$ cat src/rtl/pyrite_bpi_seq_pkg.sv
// -----------------------------------------------------------------------------
// pyrite_bpi_seq_pkg
// Shared types for the BPI NOR flash bus-cycle sequencer.
//   bpi_state_e : sequencer FSM states (WAIT_RDY is reachable only when the
//                 PYRITE_BPI_SEQ_RDY_EN build option is enabled)
//   bpi_cmd_t   : latched command {write, {region, addr}, data}
//   bpi_max4    : helper used to size the phase countdown counter
// The command struct is sized for the default flash geometry below; the
// sequencer parameters default to the same values.
// -----------------------------------------------------------------------------
package pyrite_bpi_seq_pkg;

    localparam int BPI_DATA_W = 16;
    localparam int BPI_ADDR_W = 23;
    localparam int BPI_RGN_W  = 1;

    typedef enum logic [2:0] {
        ST_IDLE     = 3'd0,
        ST_ADDR     = 3'd1,
        ST_ACCESS   = 3'd2,
        ST_HOLD     = 3'd3,
        ST_RECOV    = 3'd4,
        ST_RESP     = 3'd5,
        ST_WAIT_RDY = 3'd6
    } bpi_state_e;

    typedef struct packed {
        logic                            write;
        logic [BPI_RGN_W+BPI_ADDR_W-1:0] addr;
        logic [BPI_DATA_W-1:0]           data;
    } bpi_cmd_t;

    function automatic int bpi_max4(input int a, input int b, input int c, input int d);
        int m;
        m = a;
        if (b > m) m = b;
        if (c > m) m = c;
        if (d > m) m = d;
        return m;
    endfunction

endpackage

$ cat src/rtl/pyrite_bpi_seq_sync.sv
// -----------------------------------------------------------------------------
// pyrite_bpi_seq_sync
// Two-flop synchronizer for the asynchronous flash RY/BY# pin.
// Ports:
//   clk    : sampling clock
//   rst_n  : asynchronous active-low reset (output forced low)
//   i_d    : asynchronous input
//   o_q    : synchronized output, two clk edges of latency
// -----------------------------------------------------------------------------
module pyrite_bpi_seq_sync (
    input  logic clk,
    input  logic rst_n,
    input  logic i_d,
    output logic o_q
);

    logic r_meta;
    logic r_sync;

    always_ff @(posedge clk or negedge rst_n) begin
        if (!rst_n) begin
            r_meta <= 1'b0;
            r_sync <= 1'b0;
        end else begin
            r_meta <= i_d;
            r_sync <= r_meta;
        end
    end

    assign o_q = r_sync;

endmodule

$ cat src/rtl/pyrite_bpi_flash_seq.sv
// -----------------------------------------------------------------------------
// pyrite_bpi_flash_seq
// Hardware sequencer for asynchronous parallel (BPI) NOR flash bus cycles.
// Takes one read/write command at a time and produces CE#/ADV#/OE#/WE#,
// address and data with fixed cycle timing, then returns one response.
//
// Phase sequence per command:
//   IDLE -> ADDR (T_ADDR) -> ACCESS (T_ACC) -> HOLD (T_HOLD) -> RECOV (T_RECOV)
//        [-> WAIT_RDY, writes only, with PYRITE_BPI_SEQ_RDY_EN] -> RESP -> IDLE
//
// Build option:
//   PYRITE_BPI_SEQ_RDY_EN : adds flash_ready (RY/BY#) input; after a write the
//                           sequencer waits for the synchronized ready before
//                           responding.
//
// Ports:
//   clk, rst_n                 clock, asynchronous active-low reset
//   cmd_valid/ready            command handshake
//   cmd_write/addr/data        command fields (addr = {region, word addr})
//   rsp_valid/ready, rsp_data  response handshake, read data (0 for writes)
//   busy                       high whenever not IDLE
//   flash_dq_i/o, flash_dq_oe  flash data bus
//   flash_addr                 flash word address
//   flash_region(_oe)          upper region address bits and their enable
//   flash_ce_n/oe_n/we_n/adv_n active-low strobes
//   flash_ready                (option only) RY/BY# from the flash
// -----------------------------------------------------------------------------
module pyrite_bpi_flash_seq
    import pyrite_bpi_seq_pkg::*;
#(
    parameter int FLASH_DATA_W = BPI_DATA_W,
    parameter int FLASH_ADDR_W = BPI_ADDR_W,
    parameter int FLASH_RGN_W  = BPI_RGN_W,
    parameter int T_ADDR       = 2,
    parameter int T_ACC        = 4,
    parameter int T_HOLD       = 1,
    parameter int T_RECOV      = 2
) (
    input  logic                          clk,
    input  logic                          rst_n,

    input  logic                          cmd_valid,
    output logic                          cmd_ready,
    input  logic                          cmd_write,
    input  logic [FLASH_RGN_W+FLASH_ADDR_W-1:0] cmd_addr,
    input  logic [FLASH_DATA_W-1:0]       cmd_data,

    output logic                          rsp_valid,
    input  logic                          rsp_ready,
    output logic [FLASH_DATA_W-1:0]       rsp_data,

    output logic                          busy,

`ifdef PYRITE_BPI_SEQ_RDY_EN
    input  logic                          flash_ready,
`endif
    input  logic [FLASH_DATA_W-1:0]       flash_dq_i,
    output logic [FLASH_DATA_W-1:0]       flash_dq_o,
    output logic                          flash_dq_oe,
    output logic [FLASH_ADDR_W-1:0]       flash_addr,
    output logic [FLASH_RGN_W-1:0]        flash_region,
    output logic                          flash_region_oe,
    output logic                          flash_ce_n,
    output logic                          flash_oe_n,
    output logic                          flash_we_n,
    output logic                          flash_adv_n
);

    localparam int T_MAX = bpi_max4(T_ADDR, T_ACC, T_HOLD, T_RECOV);
    localparam int CNT_W = $clog2(T_MAX) + 1;

    bpi_state_e       r_state;
    bpi_state_e       w_state_nxt;
    logic [CNT_W-1:0] r_cnt;
    logic [CNT_W-1:0] w_cnt_ld;
    logic             w_load;
    bpi_cmd_t         r_cmd;
    logic [FLASH_DATA_W-1:0] r_rsp_data;
    logic             r_live;
    logic             w_cmd_fire;
    logic             w_cnt_zero;
    logic             w_in_cycle;
    logic             w_rdy_sync;

`ifdef PYRITE_BPI_SEQ_RDY_EN
    pyrite_bpi_seq_sync u_rdy_sync (
        .clk   (clk),
        .rst_n (rst_n),
        .i_d   (flash_ready),
        .o_q   (w_rdy_sync)
    );
`else
    assign w_rdy_sync = 1'b1;
`endif

    // r_live holds cmd_ready low until the first clock after reset release,
    // so command acceptance starts synchronously even though reset is async.
    assign cmd_ready  = (r_state == ST_IDLE) && r_live;
    assign w_cmd_fire = cmd_valid && cmd_ready;
    assign w_cnt_zero = (r_cnt == '0);
    assign w_in_cycle = (r_state == ST_ADDR) || (r_state == ST_ACCESS) ||
                        (r_state == ST_HOLD);

    // Next-state and counter-load decode; the counter is loaded with T-1 on
    // every phase entry so each phase lasts exactly T cycles.
    always_comb begin
        w_state_nxt = r_state;
        w_load      = 1'b0;
        w_cnt_ld    = '0;
        case (r_state)
            ST_IDLE: begin
                if (w_cmd_fire) begin
                    w_state_nxt = ST_ADDR;
                    w_load      = 1'b1;
                    w_cnt_ld    = CNT_W'(T_ADDR - 1);
                end
            end
            ST_ADDR: begin
                if (w_cnt_zero) begin
                    w_state_nxt = ST_ACCESS;
                    w_load      = 1'b1;
                    w_cnt_ld    = CNT_W'(T_ACC - 1);
                end
            end
            ST_ACCESS: begin
                if (w_cnt_zero) begin
                    w_state_nxt = ST_HOLD;
                    w_load      = 1'b1;
                    w_cnt_ld    = CNT_W'(T_HOLD - 1);
                end
            end
            ST_HOLD: begin
                if (w_cnt_zero) begin
                    w_state_nxt = ST_RECOV;
                    w_load      = 1'b1;
                    w_cnt_ld    = CNT_W'(T_RECOV - 1);
                end
            end
            ST_RECOV: begin
                if (w_cnt_zero) begin
`ifdef PYRITE_BPI_SEQ_RDY_EN
                    w_state_nxt = r_cmd.write ? ST_WAIT_RDY : ST_RESP;
`else
                    w_state_nxt = ST_RESP;
`endif
                end
            end
`ifdef PYRITE_BPI_SEQ_RDY_EN
            ST_WAIT_RDY: begin
                if (w_rdy_sync) w_state_nxt = ST_RESP;
            end
`endif
            ST_RESP: begin
                if (rsp_ready) w_state_nxt = ST_IDLE;
            end
            default: w_state_nxt = ST_IDLE;
        endcase
    end

    always_ff @(posedge clk or negedge rst_n) begin
        if (!rst_n) begin
            r_state    <= ST_IDLE;
            r_cnt      <= '0;
            r_cmd      <= '0;
            r_rsp_data <= '0;
            r_live     <= 1'b0;
        end else begin
            r_live  <= 1'b1;
            r_state <= w_state_nxt;
            if (w_load) begin
                r_cnt <= w_cnt_ld;
            end else if (!w_cnt_zero) begin
                r_cnt <= r_cnt - 1'b1;
            end
            if (w_cmd_fire) begin
                r_cmd.write <= cmd_write;
                r_cmd.addr  <= cmd_addr;
                r_cmd.data  <= cmd_data;
                r_rsp_data  <= '0;
            end
            // Read data is sampled on the final OE# low cycle, giving the
            // flash the full T_ACC window to drive DQ.
            if ((r_state == ST_ACCESS) && w_cnt_zero && !r_cmd.write) begin
                r_rsp_data <= flash_dq_i;
            end
        end
    end

    // Pin decode is purely from registered state, so an async reset returns
    // every strobe to its inactive level in the same cycle.
    assign flash_ce_n      = !w_in_cycle;
    assign flash_adv_n     = (r_state != ST_ADDR);
    assign flash_oe_n      = !((r_state == ST_ACCESS) && !r_cmd.write);
    assign flash_we_n      = !((r_state == ST_ACCESS) &&  r_cmd.write);
    assign flash_dq_oe     = w_in_cycle && r_cmd.write;
    assign flash_region_oe = w_in_cycle;
    assign flash_dq_o      = r_cmd.write ? r_cmd.data : '0;
    assign flash_addr      = r_cmd.addr[FLASH_ADDR_W-1:0];
    assign flash_region    = r_cmd.addr[FLASH_RGN_W+FLASH_ADDR_W-1:FLASH_ADDR_W];

    assign rsp_valid = (r_state == ST_RESP);
    assign rsp_data  = r_rsp_data;
    assign busy      = (r_state != ST_IDLE);

endmodule
$ cat config.mk
export PLATFORM = sky130hd
export DESIGN_NAME = pyrite_bpi_flash_seq
export DESIGN_NICKNAME = d
export VERILOG_FILES = /design/src/rtl/pyrite_bpi_seq_pkg.sv /design/src/rtl/pyrite_bpi_seq_sync.sv /design/src/rtl/pyrite_bpi_flash_seq.sv
export SDC_FILE = /design/constraint.sdc
export NUM_CORES = 1
export LEC_CHECK = 0
export ABC_AREA = 1
export ABC_CLOCK_PERIOD_IN_PS = 1900
export BUFFER_PORTS_ARGS = -buffer_cell sky130_fd_sc_hd__buf_2
export CAP_MARGIN = 20
export CORE_MARGIN = 1
export CORE_UTILIZATION = 48
export DETAILED_ROUTE_END_ITERATION = 6
export GPL_ROUTABILITY_DRIVEN = 1
export PLACE_DENSITY = 0.85
export REMOVE_ABC_BUFFERS = 1
export SLEW_MARGIN = 25
export SYNTH_ARGS = -nofsm -noshare
export SYNTH_HDL_FRONTEND = slang
export SYNTH_SLANG_ARGS = --single-unit
$ cat constraint.sdc
create_clock -name clk -period 1.9 [get_ports clk]
set_input_delay 0.19 -clock clk [delete_from_list [all_inputs] [get_ports clk]]
set_output_delay 0.19 -clock clk [all_outputs]
set_load 0.02 [all_outputs]
# ---- Yosys cells after proc, flatten, opt, wreduce, memory -nomap -nowiden
# Cells that the tools add are included.
dict set report word_totals {
  out_inout_bits 65
  regBits 64
  wordCells 59
}
dict set report op_classes {
  eq_ne 13
  add_sub_neg 1
  n_mux 19
  reduce_logical 19
}
# operator count
set op_table {}
lappend op_table {{$mux W16} 3}
lappend op_table {{$mux W3} 8}
lappend op_table {{$pmux W3 S6} 1}
lappend op_table {{$ne A2 B2 Y1 const B} 6}
lappend op_table {{$logic_and A1 B1 Y1} 7}
lappend op_table {{$eq A3 B2 Y1 const B} 2}
lappend op_table {{$eq A3 B3 Y1 const B} 2}
lappend op_table {{$logic_not A3 Y1} 2}
lappend op_table {{$pmux W2 S3} 1}
lappend op_table {{$reduce_and A6 Y1} 1}
lappend op_table {{$logic_not A1 Y1} 4}
lappend op_table {{$mux W1} 4}
lappend op_table {{$eq A3 B1 Y1 const B} 1}
lappend op_table {{$ne A3 B1 Y1 const B} 1}
lappend op_table {{$reduce_bool A3 Y1} 1}
lappend op_table {{$reduce_or A3 Y1} 1}
lappend op_table {{$sub A3 B1 Y3 const B} 1}
lappend op_table {{$logic_or A1 B1 Y1} 2}
lappend op_table {{$mux W2} 1}
lappend op_table {{$ne A2 B1 Y1 const B} 1}
lappend op_table {{$pmux W1 S2} 1}
lappend op_table {{$reduce_bool A2 Y1} 1}

# ---- Logic depth before layout (Yosys ltp)
# Gate-level depths: netlist (run 1).
dict set report logic_depth {
  ltp_word 6
  depth_mapped 10
}

# ---- Worst setup path before layout (run 1)
# No wires, ideal clock.
dict set report synth_path {
  path_type {reg-to-reg}
  startpoint {reg r_cnt[0]}
  endpoint {reg r_rsp_data[10], in the netlist rsp_data[10]}
  stages_incl_launch_ff 11
  arrival_time_ns 1.442
  setup_slack_ns 0.340
  path_cell_list {dfrtp_1 > inv_1 > ha_1 > ha_1 > buf_2 > inv_1 > nor2_4 > nand2_4 > buf_6 > nand3_1 > nand2_1}
}
dict set report synth_via {
  elab_chain_len 4
}
# element line_no
set synth_lines {}
lappend synth_lines {{start: declaration} pyrite_bpi_flash_seq.sv:74} ;# logic [CNT_W-1:0] r_cnt;
lappend synth_lines {{start signal: assignment} pyrite_bpi_flash_seq.sv:171} ;# r_cnt <= w_cnt_ld;
lappend synth_lines {{start signal: assignment} pyrite_bpi_flash_seq.sv:173} ;# r_cnt <= r_cnt - 1'b1;
lappend synth_lines {{$logic_not A3 Y1 *} pyrite_bpi_flash_seq.sv:100} ;# assign w_cnt_zero = (r_cnt == '0);
lappend synth_lines {{$logic_and A1 B1 Y1 * (2 in a row)} pyrite_bpi_flash_seq.sv:183} ;# if ((r_state == ST_ACCESS) && w_cnt_zero && !r_cmd.write) begin
lappend synth_lines {{$mux W16 / $reduce_bool A2 Y1 (equally long branches)} -}
lappend synth_lines {{end signal: assignment} pyrite_bpi_flash_seq.sv:184} ;# r_rsp_data <= flash_dq_i;
lappend synth_lines {{end: declaration} pyrite_bpi_flash_seq.sv:78} ;# logic [FLASH_DATA_W-1:0] r_rsp_data;
# Every way passes the cells marked *; elsewhere a longest branch is shown, timed or not.
# A chain may end at the register's enable or synchronous reset.

# ---- Final worst setup path (run 1)
dict set report layout_path {
  startpoint {reg r_state[1]}
  endpoint {out flash_dq_oe}
}
dict set report layout_via {
  elab_chain_len 4
}
# element line_no
set layout_lines {}
lappend layout_lines {{start: declaration} pyrite_bpi_flash_seq.sv:72} ;# bpi_state_e r_state;
lappend layout_lines {{start signal: assignment} pyrite_bpi_flash_seq.sv:169} ;# r_state <= w_state_nxt;
lappend layout_lines {{$eq A3 B1 Y1 / $eq A3 B2 Y1 (equally long branches)} pyrite_bpi_flash_seq.sv:101} ;# assign w_in_cycle = (r_state == ST_ADDR) || (r_state == ST_ACCESS) ||
lappend layout_lines {{$logic_or A1 B1 Y1} pyrite_bpi_flash_seq.sv:101}
lappend layout_lines {{$logic_or A1 B1 Y1 *} pyrite_bpi_flash_seq.sv:101}
lappend layout_lines {{$logic_and A1 B1 Y1 *} pyrite_bpi_flash_seq.sv:195} ;# assign flash_dq_oe = w_in_cycle && r_cmd.write;
lappend layout_lines {{end: declaration} pyrite_bpi_flash_seq.sv:59} ;# output logic flash_dq_oe,
# Marked as above.

==> qor.yml, run 1 <==
core_area_mm2: 0.00599
via_per_inst: 4.68
drtIter0Drc: 91
synth.top_cell.area_share_pct: 53.2
cap_viol_max_count: 0
fillerInstances: 535
fin_crit_sh_pct: 85.8
vias: 2613
max_slew.worst_pin.slew_ns: 0.536
ys_warn_count: 0
antenna_found_initial: 0
fp.dieArea_mm2: 0.00659
drive_gt1_share_pct: 33.5
slew_viol_final: 0
grt_pass1_vias: 2395
synth_compound_area_share_pct: 0.831
synthTopCellsByArea: "dfrtp_1, nand2_1, nand3_1"
outcome: "completed"
endpoint_kind: "output pin"
cts_buffers: 9
grt_setup_unrepaired: "false"
path_common_cell: "nand2_1"
netlist_area_mm2: 0.00301
grt_overflow_total: 0
clk_pin_slew_ns: 0.07
clock_sinks: 64
cp-start-kind: "flop"
ant_nets: 0
crit_start: "r_state[1]$_DFFE_PN0P_"
pwr_density_cell_mw_per_mm2: 1680
gp_congestion: 0.836
leakage_nw: 2.37
cpPeakStageDelay_ns: 0.49
cts.repair.resized: 0
synth_cell_types: 22
avgSynthCellArea_um2: 8.09
min_from: "cmd_addr[15]"
setup_tns_ns: 0
cp.buffers_inverters: 2
yosysSeqAreaShare_pct: 53.2
ys_ff_latch: 64
cts-root-buf: "clkbuf_8"
port_buffers: 125
drt-pass1-iter-count: 4
synthAdderAreaFrac_pct: 0.831
cp_slowest_cell: "dfrtp_1"
critPathKind: "flop to output pin"
rr_startpoint: "r_cnt[0]$_DFFE_PN0P_"
cts_tree: "yes"
max_freq_ghz: 0.613
yosys.area_share.simple_pct: 31.4
nets: 541
internal_power_mw: 3.58
final_common_cell: "nand2_1"
synth_top_area_cell: "dfrtp_1"
comb_power_share_pct: 45.0
drc: 0
synthToLayoutAreaGrowth_pct: 24.6
clockBufferDepth: 2
path_max_fanout: 7
worstPathArrival_ns: 1.44
synth_top_family_by_area: "simple AND/OR/NAND/NOR gates"
fin_crit_ns: 1.63
final_hold_viol_count: 0
die_h_um: 81.2
vdd_drop_max_uv: 867
die_w_um: 81.2
diodes: 0
synth_xor_area_share_pct: 0.291
final_cell_mix: "nand2_1, buf_2, dfrtp_1, nand3_1, inv_1"
muxShareOfSynthArea_pct: 0
clock_skew_ns: 0.00800
hold_class: "primary input to flop"
start_util_pct: 50.3
htreeDepth: 3
seqPwrFrac_pct: 36.2
ios: 126
total_power_mw: 6.31
grt_pass1_wl_mm: 10.5
cp.required_ns: 1.71
max_slew_margin_pct: 64.2
power.clock.fraction_pct: 18.8
wl_per_cell_um: 11.6
row_count: 28
gr-usage-all-layers_pct: 21.3
wl_mm: 6.49
dp_hpwl_mm: 4.67
syn_inst: 372
path_cells: "inv_2 > nand2_1 > nand2_1 > nor2_1 > buf_2"
switching_share_pct: 43.3
power_switching_mw: 2.73
setup_viol: 0
clk_latency_ns: 0.33
grt_max_degree: 37
cpLargestDelayFamily: "flip-flops"
## repair_timing
item                      CTS  global route
hold buffers                1             0
hold endpoints to repair   23             0
setup buffers               0             0
## flip-flops by register name, summed over array words and instances (netlist names)
register	count
flash_addr	23
flash_region	1
r_cmd	17
r_cnt	3
r_live	1
r_state	3
rsp_data	16
## per-layer routing
metal  GRT usage (%)  vias up  share of wire, %  wire length (um)
li1                -     1323                 -                 -
met1            25.5     1173                45              2920
met2            34.7      107                45              2940
met3            5.84       10               7.8               508
met4            11.3        0               1.9               124
met5               0        -                 0                 0
## cell usage after synthesis
| cell | number |
|---|---|
| nor3_1 | 1 |
| nor2_2 | 1 |
| nand3_1 | 40 |
| ha_1 | 2 |
| dfrtp_1 | 64 |
| buf_6 | 3 |
| conb_1 | 1 |
| xor2_1 | 1 |
| inv_2 | 6 |
| nand2_4 | 1 |
| buf_2 | 9 |
| buf_4 | 25 |
| a21oi_1 | 3 |
| nand4_2 | 1 |
| o21ai_0 | 2 |
| inv_1 | 26 |
| nand4_1 | 5 |
| clkbuf_1 | 4 |
| nand2_1 | 171 |
| nor2_4 | 1 |
| nand3_2 | 1 |
| nor2_1 | 4 |
## final timing paths
kind | to | slack, ns | cells after the start
setup / recovery | flash_dq_oe | 0.27 | 5
hold / removal | flash_addr[15]$_DFFE_PN0P_ | 0.04 | 3
setup reg to reg | rsp_data[4]$_DFFE_PN0P_ | 0.44 | 8
hold reg to reg | flash_addr[16]$_DFFE_PN0P_ | 0.48 | 2
max in group asynchronous | rsp_data[14]$_DFFE_PN0P_ | 0.86 | 3
min in group asynchronous | r_cmd[5]$_DFFE_PN0P_ | 0.37 | 2
## through the flow
step	util (%)	cell area [um^2]	std cells	setup slack (ns)	hold slack, ns
2_1_floorplan	-	2730	331	-0.493	-0.106
3_3_place_gp	59.0	3540	541	0.460	0.207
3_5_place_dp	59.0	3540	541	0.435	0.219
4_1_cts	62.6	3750	558	0.266	0.0307
5_1_grt	62.6	3750	558	0.112	0.0380
6_report	62.6	3750	558	0.269	0.0438
## power by group through the flow
| stage | registers, mW | logic (mW) | clock network [mW] |
|---|---|---|---|
| floorplan | 2.73 | 1.39 | 0 |
| global route | 2.36 | 3.19 | 1.28 |
| global placement | 2.28 | 2.79 | 0 |
| CTS | 2.29 | 2.88 | 1.21 |
| detailed placement | 2.30 | 2.87 | 0 |
| finish | 2.29 | 2.84 | 1.19 |
## final cells by class
cell class	instances	area, um^2	share of cell area (%)
flip-flops and latches	64	1600	42.7
well taps	75	93.8	2.50
repair buffers	136	723	19.3
clock buffers	11	151	4.03
clock inverters	5	55.1	1.47
multi-input cells	235	1010	26.8
inverters	32	120	3.20
## worst min-delay path, stage by stage
cell,delay [ns]
buf_2,0.07
nand2_1,0.04
nand2_1,0.04
## kinds of logic (layout without fill, tap and decap cells)
kind of cell	count (synthesis)	in the layout
AO/OA/AOI/OAI	5	5
XOR/XNOR	1	1
adder cells (fa/ha/maj)	2	2
flip-flops	64	64
buffers and inverters	73	184
other	1	1
AND/OR/NAND/NOR	226	226
No activity file was read; power rests on OpenSTA's default activity.
==> inputs of run 2 (changes only) <==
--- a/config.mk
+++ b/config.mk
@@ -6,7 +6,6 @@
 export NUM_CORES = 1
 export LEC_CHECK = 0
 export ABC_AREA = 1
-export ABC_CLOCK_PERIOD_IN_PS = 1900
 export BUFFER_PORTS_ARGS = -buffer_cell sky130_fd_sc_hd__buf_2
 export CAP_MARGIN = 20
 export CORE_MARGIN = 1
==> constraint.sdc (replaced) <==
create_clock -name clk -period 1.9 [get_ports clk]
set_input_delay 0.095 -clock clk [delete_from_list [all_inputs] [get_ports clk]]
set_output_delay 0.095 -clock clk [all_outputs]
set_load 0.02 [all_outputs]
==> run 2 against run 1 <==
Compared with the run above:
- clock power shrank 20%
- sequential cell count unchanged
- non-clock buffer count grew 46
- final cell count grew 8.1%
- first-iteration DRC count grew 38%
- sequential power rose by 2%
- count of clock-buffer cells in the layout stayed put
- wire length grew 29%
- global-route usage increased by 5.8 points
- register-to-register slack lost 0.02 ns
- via count is 11% higher
- final area grew 11%
==> qor.yml, run 2 (synthesis results as in run 1) <==
nets: 587  # was 541
ctsHoldBuffers: 48  # was 1
final_cell_mix: "nand2_1, buf_2, dfrtp_1, dlygate4sd3_1, nand3_1"  # was nand2_1, buf_2, dfrtp_1, nand3_1, inv_1
fp.dieArea_mm2: 0.00659  # unchanged
port_buffers: 125  # unchanged
reg2reg_depth: 8  # unchanged
critPathKind: "flop to output pin"  # unchanged
fin_crit_sh_pct: 80.6  # was 85.8%
clk_pin_slew_ns: 0.07  # about the same
clk_latency_ns: 0.33  # about the same
worstPathArrival_ns: 1.44  # about the same
drtIter0Drc: 126  # was 91
grt_max_degree: 65  # was 37
htreeDepth: 3  # unchanged
worstReg2RegEnd: "rsp_data[7]$_DFFE_PN0P_"  # was rsp_data[4]$_DFFE_PN0P_
via_per_inst: 4.83  # was 4.68
leakage_nw: 2.54  # was 2.37 nW
largest_reg_flops: 23  # unchanged
hold_class: "primary input to flop"  # unchanged
wl_mm: 8.37  # was 6.49 mm
cpLargestDelayFamily: "flip-flops"  # unchanged
cts_setup_buffers: 0  # unchanged
endpoint_kind: "output pin"  # unchanged
grt_pass1_wl_mm: 13.2  # was 10.5 mm
core_area_mm2: 0.00599  # unchanged
wl_per_cell_um: 13.9  # was 11.6 um
dp_hpwl_mm: 4.55  # was 4.67 mm
drc: 0  # unchanged
synthToLayoutAreaGrowth_pct: 38.7  # was 24.6%
fin_crit_ns: 1.53  # was 1.63 ns
vdd_drop_max_uv: 1090  # was 867 uV
cts-root-buf: "clkbuf_8"  # unchanged
pwr_density_cell_mw_per_mm2: 1500  # was 1680 mW/mm^2
vias: 2910  # was 2,613
ios: 126  # unchanged
cap_viol_max_count: 0  # unchanged
final_common_cell: "nand2_1"  # unchanged
path_common_cell: "nand2_1"  # unchanged
row_count: 28  # unchanged
cp.buffers_inverters: 2  # unchanged
post-route-util_pct: 69.7  # was 62.6%
grt_pass1_vias: 2827  # was 2,395
rr_startpoint: "r_cnt[0]$_DFFE_PN0P_"  # unchanged
fillerInstances: 466  # was 535
clock_sinks: 64  # unchanged
ant_nets: 0  # unchanged
r2r_setup_slack_ns: 0.42  # was 0.44 ns
antenna_found_initial: 0  # unchanged
grt_setup_unrepaired: "false"  # unchanged
clock_skew_ns: 0.00912  # was 0.00800 ns
dp_cells: 540  # was 541
start_util_pct: 50.3  # unchanged
cp_slowest_cell: "dfrtp_1"  # unchanged
die_w_um: 81.2  # unchanged
outcome: "completed"  # unchanged
diodes: 0  # unchanged
gr-usage-all-layers_pct: 27.0  # was 21.3%
cp-start-kind: "flop"  # unchanged
fin_cells: 603  # was 558
path_cells: "inv_2 > nand2_1 > nand2_1 > nor2_1 > buf_2"  # unchanged
cp.required_ns: 1.80  # was 1.71 ns
setup_viol: 0  # unchanged
slew_viol_final: 0  # unchanged
cts_buffers: 9  # unchanged
drt-pass1-iter-count: 5  # was 4
endpoint: "flash_dq_oe"  # unchanged
cts.repair.resized: 0  # unchanged
clockBufferDepth: 2  # unchanged
cts_tree: "yes"  # unchanged
final_hold_viol_count: 0  # unchanged
total_power_mw: 6.28  # was 6.31 mW
drive_gt1_share_pct: 29.9  # was 33.5%
crit_start: "r_state[1]$_DFFE_PN0P_"  # unchanged
grt_overflow_total: 0  # unchanged
cp.depth: 5  # unchanged
max_freq_ghz: 0.653  # was 0.613 GHz
path_max_fanout: 7  # unchanged
die_h_um: 81.2  # unchanged
gp_congestion: 0.797  # was 0.836
cpPeakStageDelay_ns: 0.49  # about the same
-- run 2: cell types whose count changed in the layout (fill, tap and decap cells not counted) --
cell           delta
buf_12            +1
buf_4             -2
bufinv_16         -1
clkbuf_1          +2
clkbuf_8          -2
clkinv_2          +1
clkinvlp_4        -1
dlygate4sd3_1    +47
-- run 2: metal layers --
layer / up-vias / GRT usage (%) / part of all wire [%] / routed length, um
met5: - / 0 / 0 / 0
met4: 0 / 11.3 / 1.8 / 147
met3: 13 / 6.40 / 8.0 / 671
met2: 142 / 46.1 / 50 / 4150
met1: 1337 / 32.6 / 41 / 3400
li1: 1418 / - / - / -
-- run 2: worst min-delay path: stages --
cell     delay (ns)
buf_2          0.08
nand3_1        0.07
nand2_1        0.06
-- run 2: worst min-delay path by stage --
| stage | end | slack, ns | startpoint | depth (start not counted) |
|---|---|---|---|---|
| 4_1_cts | rsp_data[5]$_DFFE_PN0P_ | 0.0005 | flash_dq_i[5] | 3 |
| 3_5_place_dp | flash_addr[19]$_DFFE_PN0P_ | 0.14 | rst_n | 2 |
| 3_3_place_gp | flash_addr[19]$_DFFE_PN0P_ | 0.13 | rst_n | 2 |
| 2_1_floorplan | flash_addr[0]$_DFFE_PN0P_ | -0.20 | rst_n | 0 |
| 6_report | rsp_data[5]$_DFFE_PN0P_ | 0.008 | flash_dq_i[5] | 3 |
| 5_1_grt | rsp_data[14]$_DFFE_PN0P_ | 0.01 | flash_dq_i[14] | 3 |
-- run 2: power by group --
group          total, mW  switching (mW)  internal, mW
clock network      0.956           0.496         0.460
logic               3.00            1.97          1.03
registers           2.33           0.380          1.95
total               6.28            2.85          3.44
-- run 2: final cells by class --
cell class	count	area (um^2)	share of cell area (%)
clock buffers	11	131	3.15
clock inverters	4	22.5	0.539
well taps	75	93.8	2.25
repair buffers	182	1200	28.7
inverters	32	120	2.88
multi-input cells	235	1010	24.1
flip-flops and latches	64	1600	38.4
-- run 2: stage by stage --
step	cell area (um^2)	hold slack, ns	worst slack, ns	setup TNS (ns)
final	4180	0.00807	0.369	0
after floorplan	2730	-0.201	-0.493	-19.07
after detailed placement	3540	0.143	0.401	0
after global placement	3540	0.130	0.445	0
after global routing	4180	0.0118	0.212	0
after CTS	4180	0.000516	0.358	0
==> inputs of run 3 (changes only) <==
==> constraint.sdc (replaced) <==
create_clock -name clk -period 1.5 [get_ports clk]
set_input_delay 0.075 -clock clk [delete_from_list [all_inputs] [get_ports clk]]
set_output_delay 0.075 -clock clk [all_outputs]
set_load 0.02 [all_outputs]
==> run 3 against run 2 <==
Compared with the run above:
- via count grew 8.0%
- die area is the same
- count of clock-buffer cells in the layout is the same
- register-to-register slack lost 0.37 ns
- first-iteration DRC count shrank 7.9%
- critical path depth grew 1
- clock power grew 54%
- worst setup slack lost 0.33 ns
- combinational power grew 46%
- clock skew is essentially flat
- final cell count grew 3.2%
- power grew 40%
==> qor.yml, run 3 (synthesis results as in run 1) <==
start_util_pct: 50.3  # unchanged
max_slew_margin_pct: 65.7
ant_nets: 0  # unchanged
placed_cell_area_mm2: 0.00358  # was 0.00354 mm^2
comb_power_share_pct: 50.0  # was 47.8%
dp_hpwl_mm: 4.62  # was 4.55 mm
power.clock.fraction_pct: 16.7  # was 15.2%
worstPathArrival_ns: 1.38  # was 1.44 ns
htreeDepth: 3  # unchanged
seqPwrFrac_pct: 33.3  # was 37.0%
clk_pin_slew_ns: 0.07  # about the same
drive_gt1_share_pct: 33.8  # was 29.9%
hold-path-cell-count: 3  # unchanged
final_hold_viol_count: 0  # unchanged
die_w_um: 81.2  # unchanged
fillerInstances: 378  # was 466
die_h_um: 81.2  # unchanged
cts_tree: "yes"  # unchanged
total_power_mw: 8.78  # was 6.28 mW
diodes: 0  # unchanged
setup_tns_ns: 0  # unchanged
fin_crit_ns: 1.46
max_freq_ghz: 0.687
fp.dieArea_mm2: 0.00659  # unchanged
row_count: 28  # unchanged
reg2reg_depth: 9  # was 8
setup_viol: 0  # unchanged
via_per_inst: 5.05  # was 4.83
outcome: "completed"  # unchanged
ios: 126  # unchanged
endpoint_kind: "output pin"  # unchanged
largest_reg_flops: 23  # unchanged
grt_max_degree: 65  # unchanged
gr-usage-all-layers_pct: 27.5  # was 27.0%
slew_viol_final: 0  # unchanged
internal_power_mw: 4.94  # was 3.44 mW
clockBufferDepth: 2  # unchanged
final_common_cell: "nand2_1"  # unchanged
clock_skew_ns: 0.00889  # was 0.00912 ns
antenna_found_initial: 0  # unchanged
switching_share_pct: 43.8  # was 45.3%
port_buffers: 125  # unchanged
critPathKind: "flop to output pin"  # unchanged
core_area_mm2: 0.00599  # unchanged
cts-root-buf: "clkbuf_8"  # unchanged
pwr_density_cell_mw_per_mm2: 1920  # was 1500 mW/mm^2
cp.required_ns: 1.42  # was 1.80 ns
leakage_nw: 2.68  # was 2.54 nW
max_slew.worst_pin.slew_ns: 0.514
post-route-util_pct: 76.2  # was 69.7%
gp_congestion: 0.816  # was 0.797
drtIter0Drc: 116  # was 126
wl_per_cell_um: 14.7  # was 13.9 um
final_cell_mix: "nand2_1, buf_2, dfrtp_1, dlygate4sd3_1, nand3_1"  # unchanged
synthToLayoutAreaGrowth_pct: 51.6  # was 38.7%
grt_pass1_wl_mm: 13.4  # was 13.2 mm
grt_setup_unrepaired: "true"  # was false
grt_overflow_total: 0  # unchanged
cp-start-kind: "flop"  # unchanged
postLayoutCellArea_mm2: 0.00456  # was 0.00418 mm^2
drc: 0  # unchanged
path_max_fanout: 6  # was 7
clk_latency_ns: 0.33  # about the same
vias: 3142  # was 2,910
drt-pass1-iter-count: 4  # was 5
cap_viol_max_count: 0  # unchanged
clock_sinks: 64  # unchanged
fin_crit_sh_pct: 97.1
nets: 607  # was 587
hold_class: "primary input to flop"  # unchanged
cts_buffers: 9  # unchanged
vdd_drop_max_uv: 1150  # was 1090 uV
power_switching_mw: 3.85  # was 2.85 mW
grt_pass1_vias: 2933  # was 2,827
wl_mm: 9.13  # was 8.37 mm
run 3: cell types whose count changed in the layout (fill, tap and decap cells not counted), sizes merged:
cell,change
clkbuf,+1
buf,+10
nand2,+1
bufinv,+1
clkinv,-2
dlygate4sd3,+8
run 3: path summary, 6_finish.rpt:
path                                            from                         to  slack [ns]
max in group asynchronous                      rst_n    rsp_data[1]$_DFFE_PN0P_        0.91
max reg2reg                     r_cnt[0]$_DFFE_PN0P_   rsp_data[10]$_DFFE_PN0P_        0.05
max                           r_state[1]$_DFFE_PN0P_                flash_dq_oe        0.04
min                                    flash_dq_i[2]    rsp_data[2]$_DFFE_PN0P_        0.02
min reg2reg                flash_addr[5]$_DFFE_PN0P_  flash_addr[5]$_DFFE_PN0P_        0.48
min in group asynchronous                      rst_n      r_cmd[10]$_DFFE_PN0P_        0.31
run 3: power by group through the flow:
stage	Sequential, mW	Clock (mW)	Combinational, mW
global placement	2.86	0	3.62
floorplan	3.46	0	1.76
finish	2.92	1.47	4.39
global route	2.98	1.56	4.78
CTS	2.86	1.50	3.90
detailed placement	2.88	0	3.73
run 3: layout make-up:
type	count	area [um^2]	area share (%)
Inverter	32	123	2.69
Timing Repair Buffer	201	1430	31.4
Clock inverter	3	42.5	0.932
Clock buffer	11	151	3.32
Tap cell	75	93.8	2.06
Sequential cell	64	1600	35.1
Multi-Input combinational cell	236	1120	24.5
run 3: per-stage QoR:
step / setup WS [ns] / hold slack [ns] / cells
2_1_floorplan: -0.893 / -0.221 / 331
3_3_place_gp: 0.132 / 0.112 / 543
3_5_place_dp: 0.0493 / 0.117 / 543
4_1_cts: 0.00171 / 0.000823 / 615
5_1_grt: -0.0325 / 0.0248 / 622
6_report: 0.0441 / 0.0194 / 622
run 3: what timing repair did:
item                       in CTS  in global routing
setup endpoints to repair       3                 33
hold buffers                   56                  0
buffers inserted                2                  5
cloned                          0                  2
gates resized for setup         1                 27
hold endpoints to repair      119                  0
pin swaps                       0                  4
run 3: metal layers:
layer,GRT usage [%],part of all wire (%),vias to the layer above
li1,-,-,1457
met1,33.5,39,1478
met2,45.5,51,187
met3,8.54,8.2,20
met4,11.1,2.0,0
met5,0,0,-
run 3: worst max-delay path, cell delays in order, from the launching register on:
cell and delay [ns]:
dfrtp_1 0.42, buf_6 0.15, inv_2 0.09, nand2_4 0.08
nand2_4 0.09, nor2_2 0.04, buf_4 0.17
